$ cat config.mk
export PLATFORM = sky130hd
export DESIGN_NAME = apb_cfg_master
export DESIGN_NICKNAME = d
export VERILOG_FILES = /design/src/rtl/apb_cfg_master.sv
export SDC_FILE = /design/constraint.sdc
export NUM_CORES = 1
export LEC_CHECK = 0
export ABC_AREA = 1
export BUFFER_PORTS_ARGS = -buffer_cell sky130_fd_sc_hd__buf_4
export CAP_MARGIN = 20
export CORE_ASPECT_RATIO = 1.4
export CORE_UTILIZATION = 50
export CTS_CLUSTER_DIAMETER = 30
export CTS_CLUSTER_SIZE = 28
export DETAILED_ROUTE_END_ITERATION = 8
export GPL_ROUTABILITY_DRIVEN = 0
export HOLD_SLACK_MARGIN = 0.05
export PLACE_DENSITY = 0.84
export SYNTH_ARGS = -nofsm -noshare
export SYNTH_HDL_FRONTEND = slang
export SYNTH_SLANG_ARGS = --single-unit
$ cat constraint.sdc
create_clock -name pclk -period 4.1 [get_ports pclk]
set_input_delay 1.23 -clock pclk [delete_from_list [all_inputs] [get_ports pclk]]
set_output_delay 1.23 -clock pclk [all_outputs]
set_load 0.02 [all_outputs]
$ cat src/rtl/apb_cfg_master.sv
// APB master for the configuration register block: turns a valid/ready command
// into one APB SETUP/ACCESS transfer, with a pready timeout and a one-cycle response pulse.
module apb_cfg_master #(
    parameter int ADDR_W  = 16,
    parameter int DATA_W  = 32,
    parameter int TIMEOUT = 16
) (
    input  logic              pclk,
    input  logic              prstn,
    input  logic              cmd_valid,
    output logic              cmd_ready,
    input  logic              cmd_write,
    input  logic [ADDR_W-1:0] cmd_addr,
    input  logic [DATA_W-1:0] cmd_wdata,
    output logic              rsp_valid,
    output logic [DATA_W-1:0] rsp_rdata,
    output logic              rsp_err,
    output logic [ADDR_W-1:0] paddr,
    output logic              psel,
    output logic              penable,
    output logic              pwrite,
    output logic [DATA_W-1:0] pwdata,
    input  logic [DATA_W-1:0] prdata,
    input  logic              pready,
    output logic              cfg_mode
);

    typedef enum logic [1:0] {IDLE, SETUP, ACCESS} state_t;

    // Index of the last ACCESS cycle allowed before the transfer is abandoned.
    localparam logic [7:0] CNT_LAST = 8'(TIMEOUT - 1);

    state_t            state_q, state_d;
    logic [7:0]        cnt_q, cnt_d;
    logic              psel_q, psel_d;
    logic              penable_q, penable_d;
    logic              pwrite_q, pwrite_d;
    logic [ADDR_W-1:0] paddr_q, paddr_d;
    logic [DATA_W-1:0] pwdata_q, pwdata_d;
    logic              rsp_valid_q, rsp_valid_d;
    logic              rsp_err_q, rsp_err_d;
    logic [DATA_W-1:0] rsp_rdata_q, rsp_rdata_d;

    always_comb begin
        // NOTE: every signal gets a default before the case so no path leaves one unassigned (no latches).
        state_d     = state_q;
        cnt_d       = cnt_q;
        psel_d      = psel_q;
        penable_d   = penable_q;
        pwrite_d    = pwrite_q;
        paddr_d     = paddr_q;
        pwdata_d    = pwdata_q;
        rsp_valid_d = 1'b0;
        rsp_err_d   = 1'b0;
        rsp_rdata_d = rsp_rdata_q;

        case (state_q)
            IDLE: begin
                if (cmd_valid) begin
                    state_d  = SETUP;
                    psel_d   = 1'b1;
                    pwrite_d = cmd_write;
                    paddr_d  = cmd_addr;
                    pwdata_d = cmd_wdata;
                end
            end
            SETUP: begin
                state_d   = ACCESS;
                penable_d = 1'b1;
                cnt_d     = 8'd0;
            end
            ACCESS: begin
                // pready wins over a timeout landing in the same cycle.
                if (pready) begin
                    state_d     = IDLE;
                    psel_d      = 1'b0;
                    penable_d   = 1'b0;
                    rsp_valid_d = 1'b1;
                    rsp_rdata_d = pwrite_q ? '0 : prdata;
                end else if (cnt_q == CNT_LAST) begin
                    state_d     = IDLE;
                    psel_d      = 1'b0;
                    penable_d   = 1'b0;
                    rsp_valid_d = 1'b1;
                    rsp_err_d   = 1'b1;
                    rsp_rdata_d = '0;
                end else begin
                    cnt_d = cnt_q + 8'd1;
                end
            end
            default: begin
                state_d   = IDLE;
                psel_d    = 1'b0;
                penable_d = 1'b0;
            end
        endcase
    end

    // NOTE: state registers use non-blocking assignments so all flops update from the same pre-edge values.
    always_ff @(posedge pclk or negedge prstn) begin
        if (!prstn) begin
            state_q     <= IDLE;
            cnt_q       <= 8'd0;
            psel_q      <= 1'b0;
            penable_q   <= 1'b0;
            pwrite_q    <= 1'b0;
            paddr_q     <= '0;
            pwdata_q    <= '0;
            rsp_valid_q <= 1'b0;
            rsp_err_q   <= 1'b0;
            rsp_rdata_q <= '0;
        end else begin
            state_q     <= state_d;
            cnt_q       <= cnt_d;
            psel_q      <= psel_d;
            penable_q   <= penable_d;
            pwrite_q    <= pwrite_d;
            paddr_q     <= paddr_d;
            pwdata_q    <= pwdata_d;
            rsp_valid_q <= rsp_valid_d;
            rsp_err_q   <= rsp_err_d;
            rsp_rdata_q <= rsp_rdata_d;
        end
    end

    assign cmd_ready = (state_q == IDLE);
    assign psel      = psel_q;
    assign cfg_mode  = psel_q;
    assign penable   = penable_q;
    assign pwrite    = pwrite_q;
    assign paddr     = paddr_q;
    assign pwdata    = pwdata_q;
    assign rsp_valid = rsp_valid_q;
    assign rsp_err   = rsp_err_q;
    assign rsp_rdata = rsp_rdata_q;

endmodule
==> results by stage <==
Critical path:
- Together, buffers and inverters on the worst path number 1.
- The slowest stage cell on the critical path is sky130_fd_sc_hd__dfrtp_1.
- In this run the number of cells on the critical path is 2.
- STA puts the critical path data required time at 2.87 ns.
- Along the worst path, the maximum fanout reaches 4.
- The signal on the critical path passes through nor2_1, buf_4.
- The family with the most delay on the worst path is flip-flops.
- Data on the critical path arrives at its endpoint at 1.25 ns.
- The endpoint class of the critical path is an output pin.
- The critical path is of the reg -> out type.
- The startpoint identified for the worst register-to-register timing path is cnt_q[0]$_DFFE_PN0P_.
- On the worst path, the slowest cell contributes a delay of 0.42 ns.
- The critical path startpoint category is a register.
- The worst register-to-register path has a depth of 6.
- The minimum setup slack among reg-to-reg paths is 2.30 ns.
- In this run the critical register-to-register path is captured at rsp_rdata[25]$_DFFE_PN0P_.

Timing:
- The remaining max-slew budget at the tightest pin is 0.348.
- For this run, the top clock speed supported by timing is 403 MHz.
- The final critical delay including setup and external delays is 2.48 ns.
- Setup violations remaining at the end of the flow were counted as 0.
- Setup repair after global routing left no endpoint under its margin.
- The final-layout worst hold slack is 0.479 ns.
- The number of pins with negative max-slew slack in the final report is 0.
- The number of hold violations in the final report is 0.
- For the final routed database, the setup TNS stands at 0 ns.
- Dividing the final minimum period by the clock period gives 0.605.
- Between clock sinks in the finished design, the worst skew comes to 0.0129 ns.
- The transition time at the pin with the least slew margin is 0.978 ns.

Clock tree:
- Post-CTS repair changed the size of 0 cells.
- At the later pin of the worst-skew pair, clock insertion delay measures 0.35 ns.
- The total of hold buffers inserted after clock tree synthesis is 0.
- The CTS tree is done.
- The clock-pin slew on the worst setup and hold paths is 0.09 ns.
- The cell at the root of the clock tree is sky130_fd_sc_hd__clkbuf_8.
- The CTS sink count is 95.
- The number of CTS-inserted buffers is 9.
- No sink is reached through more buffers than the 2 on the longest clock path.
- The number of setup buffers added after CTS is 0.
- The number of levels in the clock H-tree is 3.

Finish:
- The share of final-layout standard cells stronger than drive strength 1 is 0.330.
- The finished cells cover 5320 um2.
- For this run, the share of the core covered by cells in the final layout is 0.727.
- The top cell types in the final layout, fill and taps aside, are sky130_fd_sc_hd__nand2_1, sky130_fd_sc_hd__buf_4, sky130_fd_sc_hd__dfrtp_1.
- The number of antenna diodes is 0.
- The library cell used most frequently in the layout, excluding fill and tap cells, is sky130_fd_sc_hd__nand2_1.
- After filler insertion, the fill cell instance count of the layout stands at 587.
- The layout overhead on the synthesized area is 40.9%.
- For this run, the post-layout net count is 684.

Route:
- The final wirelength is 9.08 mm.
- The routed layout has 3380 vias.
- The via-per-instance ratio is 4.83.
- The number of detailed-route iterations in the first pass is 6.
- After detailed routing, the average wire length per cell comes to 13.0 um.
- After the first detailed-routing iteration, the DRC count stood at 200.
- In this run the remaining antenna-violating nets after routing total 0.
- In the routed design, unresolved DRC markers number 0.

Run status:
- The flow ran to the end, and the final reports show no timing, DRC or antenna violations.

Floorplanning:
- The floorplan core area is 7310 um2.
- The die covers 7910 um2.
- The die is 105 um tall.
- For this configuration, the core starts out at a cell density of 0.516.
- The die width is 75.4 um.
- The floorplan has 37 rows.
- Pin placement for this block handled 172 I/O pins.

GRT:
- The number of antenna violations at the first check in global routing is 0.
- For this run, the total global-route usage over all layers was measured as 0.237.
- The total overflow reported by the global router is 0.
- The first global-routing pass estimated 14.1 mm of wire.
- The number of global-route vias before repair is 3159.
- The pin count of the biggest net entering global routing is 82.

Worst hold path:
- The worst hold path belongs to the class reg -> reg.
- The worst hold path was traced through 2 stages.
- The origin of the worst min-delay path is rsp_rdata[29]$_DFFE_PN0P_.
- The worst-case hold path end point is rsp_rdata[29]$_DFFE_PN0P_.

Synth:
- The largest area contributor in the netlist is sky130_fd_sc_hd__dfrtp_1.
- After synthesis the netlist holds a flip-flop and latch count of 95.
- The synthesized netlist net count is 515.
- Of the post-synthesis cell area, the dominant cell type holds 0.630.
- The sequential fraction of the synthesis area is 0.630.
- Synthesis produced a netlist whose cell count is 429.
- Summing every instance area after synthesis gives 3780 um2.
- Sorting the synthesized cells by area gives the leading types as sky130_fd_sc_hd__dfrtp_1, sky130_fd_sc_hd__nand2_1, sky130_fd_sc_hd__buf_6, sky130_fd_sc_hd__inv_1, sky130_fd_sc_hd__nor2_1.
- The post-synthesis area per instance is 8.80 um2.
- The number of distinct library cell variants in the gate-level netlist after synthesis is 23.
- The count of warnings emitted by yosys is 0.

Placement:
- The wire-length estimate of the detail-placed layout is 6.48 mm.
- The number of port buffers is 171.
- The instance area after placement is 5080 um2.

Pwr:
- The leakage power total is 3.05 nW.
- The power density normalized to cell area is 786 nW/um2.
- Overall power consumption after layout is estimated at 0.00418 W.
- Across the VDD grid, the largest voltage drop is 0.000576 V.

Run:
- The total of max-cap violations is 0.
## registers in the layout, indices dropped and copies added, names as in the netlist
signal     count
pwdata        32
penable        1
pwrite         1
paddr         16
rsp_err        1
rsp_valid      1
cnt_q          8
cfg_mode       1
rsp_rdata     32
state_q        2
## metal layers
metal,GRT usage,share of wire,vias up,routed length [um]
met3,0.0694,0.071,10,645
met1,0.282,0.39,1598,3510
met4,0.106,0.014,0,131
met5,0,0,-,0
li1,-,-,1631,-
met2,0.386,0.53,141,4800
## cell usage after synthesis (all sizes together)
| cell type | instances |
|---|---|
| clkbuf | 3 |
| nand3 | 5 |
| dfrtp | 95 |
| o21ai | 6 |
| nor2 | 14 |
| inv | 13 |
| ha | 1 |
| or2 | 1 |
| nand3b | 1 |
| nand2 | 269 |
| xnor2 | 1 |
| nor3 | 3 |
| a21oi | 2 |
| nand4 | 1 |
| buf | 14 |
## through the flow
stage / setup WS, ns / instances
floorplan: 2.14 / 429
global placement: 1.55 / 683
detailed placement: 1.53 / 683
CTS: 1.59 / 699
global route: 1.55 / 700
finish: 1.62 / 700
## worst register-to-register path, stage by stage (launching register included)
cell                      delay (ns)
sky130_fd_sc_hd__dfrtp_1        0.41
sky130_fd_sc_hd__ha_1           0.23
sky130_fd_sc_hd__nand3_1        0.17
sky130_fd_sc_hd__nor2_2         0.10
sky130_fd_sc_hd__o21ai_4        0.60
sky130_fd_sc_hd__nand2_1        0.13
sky130_fd_sc_hd__nand2_1        0.10
## how the worst max path moves through the flow
stage                     slack [ns]              startpoint                   endpoint
after floorplan                 2.14  state_q[1]$_DFFE_PN0P_                  cmd_ready
final                           1.62  state_q[1]$_DFFE_PN0P_                  cmd_ready
after global routing            1.55  state_q[1]$_DFFE_PN0P_                  cmd_ready
after global placement          1.55                  pready  rsp_rdata[22]$_DFFE_PN0P_
after detailed placement        1.53                  pready  rsp_rdata[16]$_DFFE_PN0P_
after CTS                       1.59  state_q[1]$_DFFE_PN0P_                  cmd_ready
## cell type report
type / count / area [um2] / share of cell area
clock buffers: 11 / 131 / 0.0247
clock inverters: 5 / 81.3 / 0.0153
inverters: 13 / 48.8 / 0.00917
multi-input cells: 304 / 1230 / 0.230
flip-flops and latches: 95 / 2380 / 0.447
well taps: 97 / 121 / 0.0228
repair buffers: 175 / 1330 / 0.251
## report_power, final
| part | leakage, nW | switching, W | internal, W |
|---|---|---|---|
| sequential | 1.20 | 0.000256 | 0.00135 |
| combinational | 1.74 | 0.00114 | 0.000777 |
| clock | 0.104 | 0.000313 | 0.000346 |
## kinds of logic (layout without fill, tap and decap cells)
group,Yosys count,after routing,synth area share
fa+ha+maj,1,1,0.00331
xor+xnor,1,1,0.00232
buf+inv,30,204,0.0457
flops,95,95,0.630
simple gates,294,294,0.306
compound gates,8,8,0.0136
No activity file was read; power rests on OpenSTA's default activity.
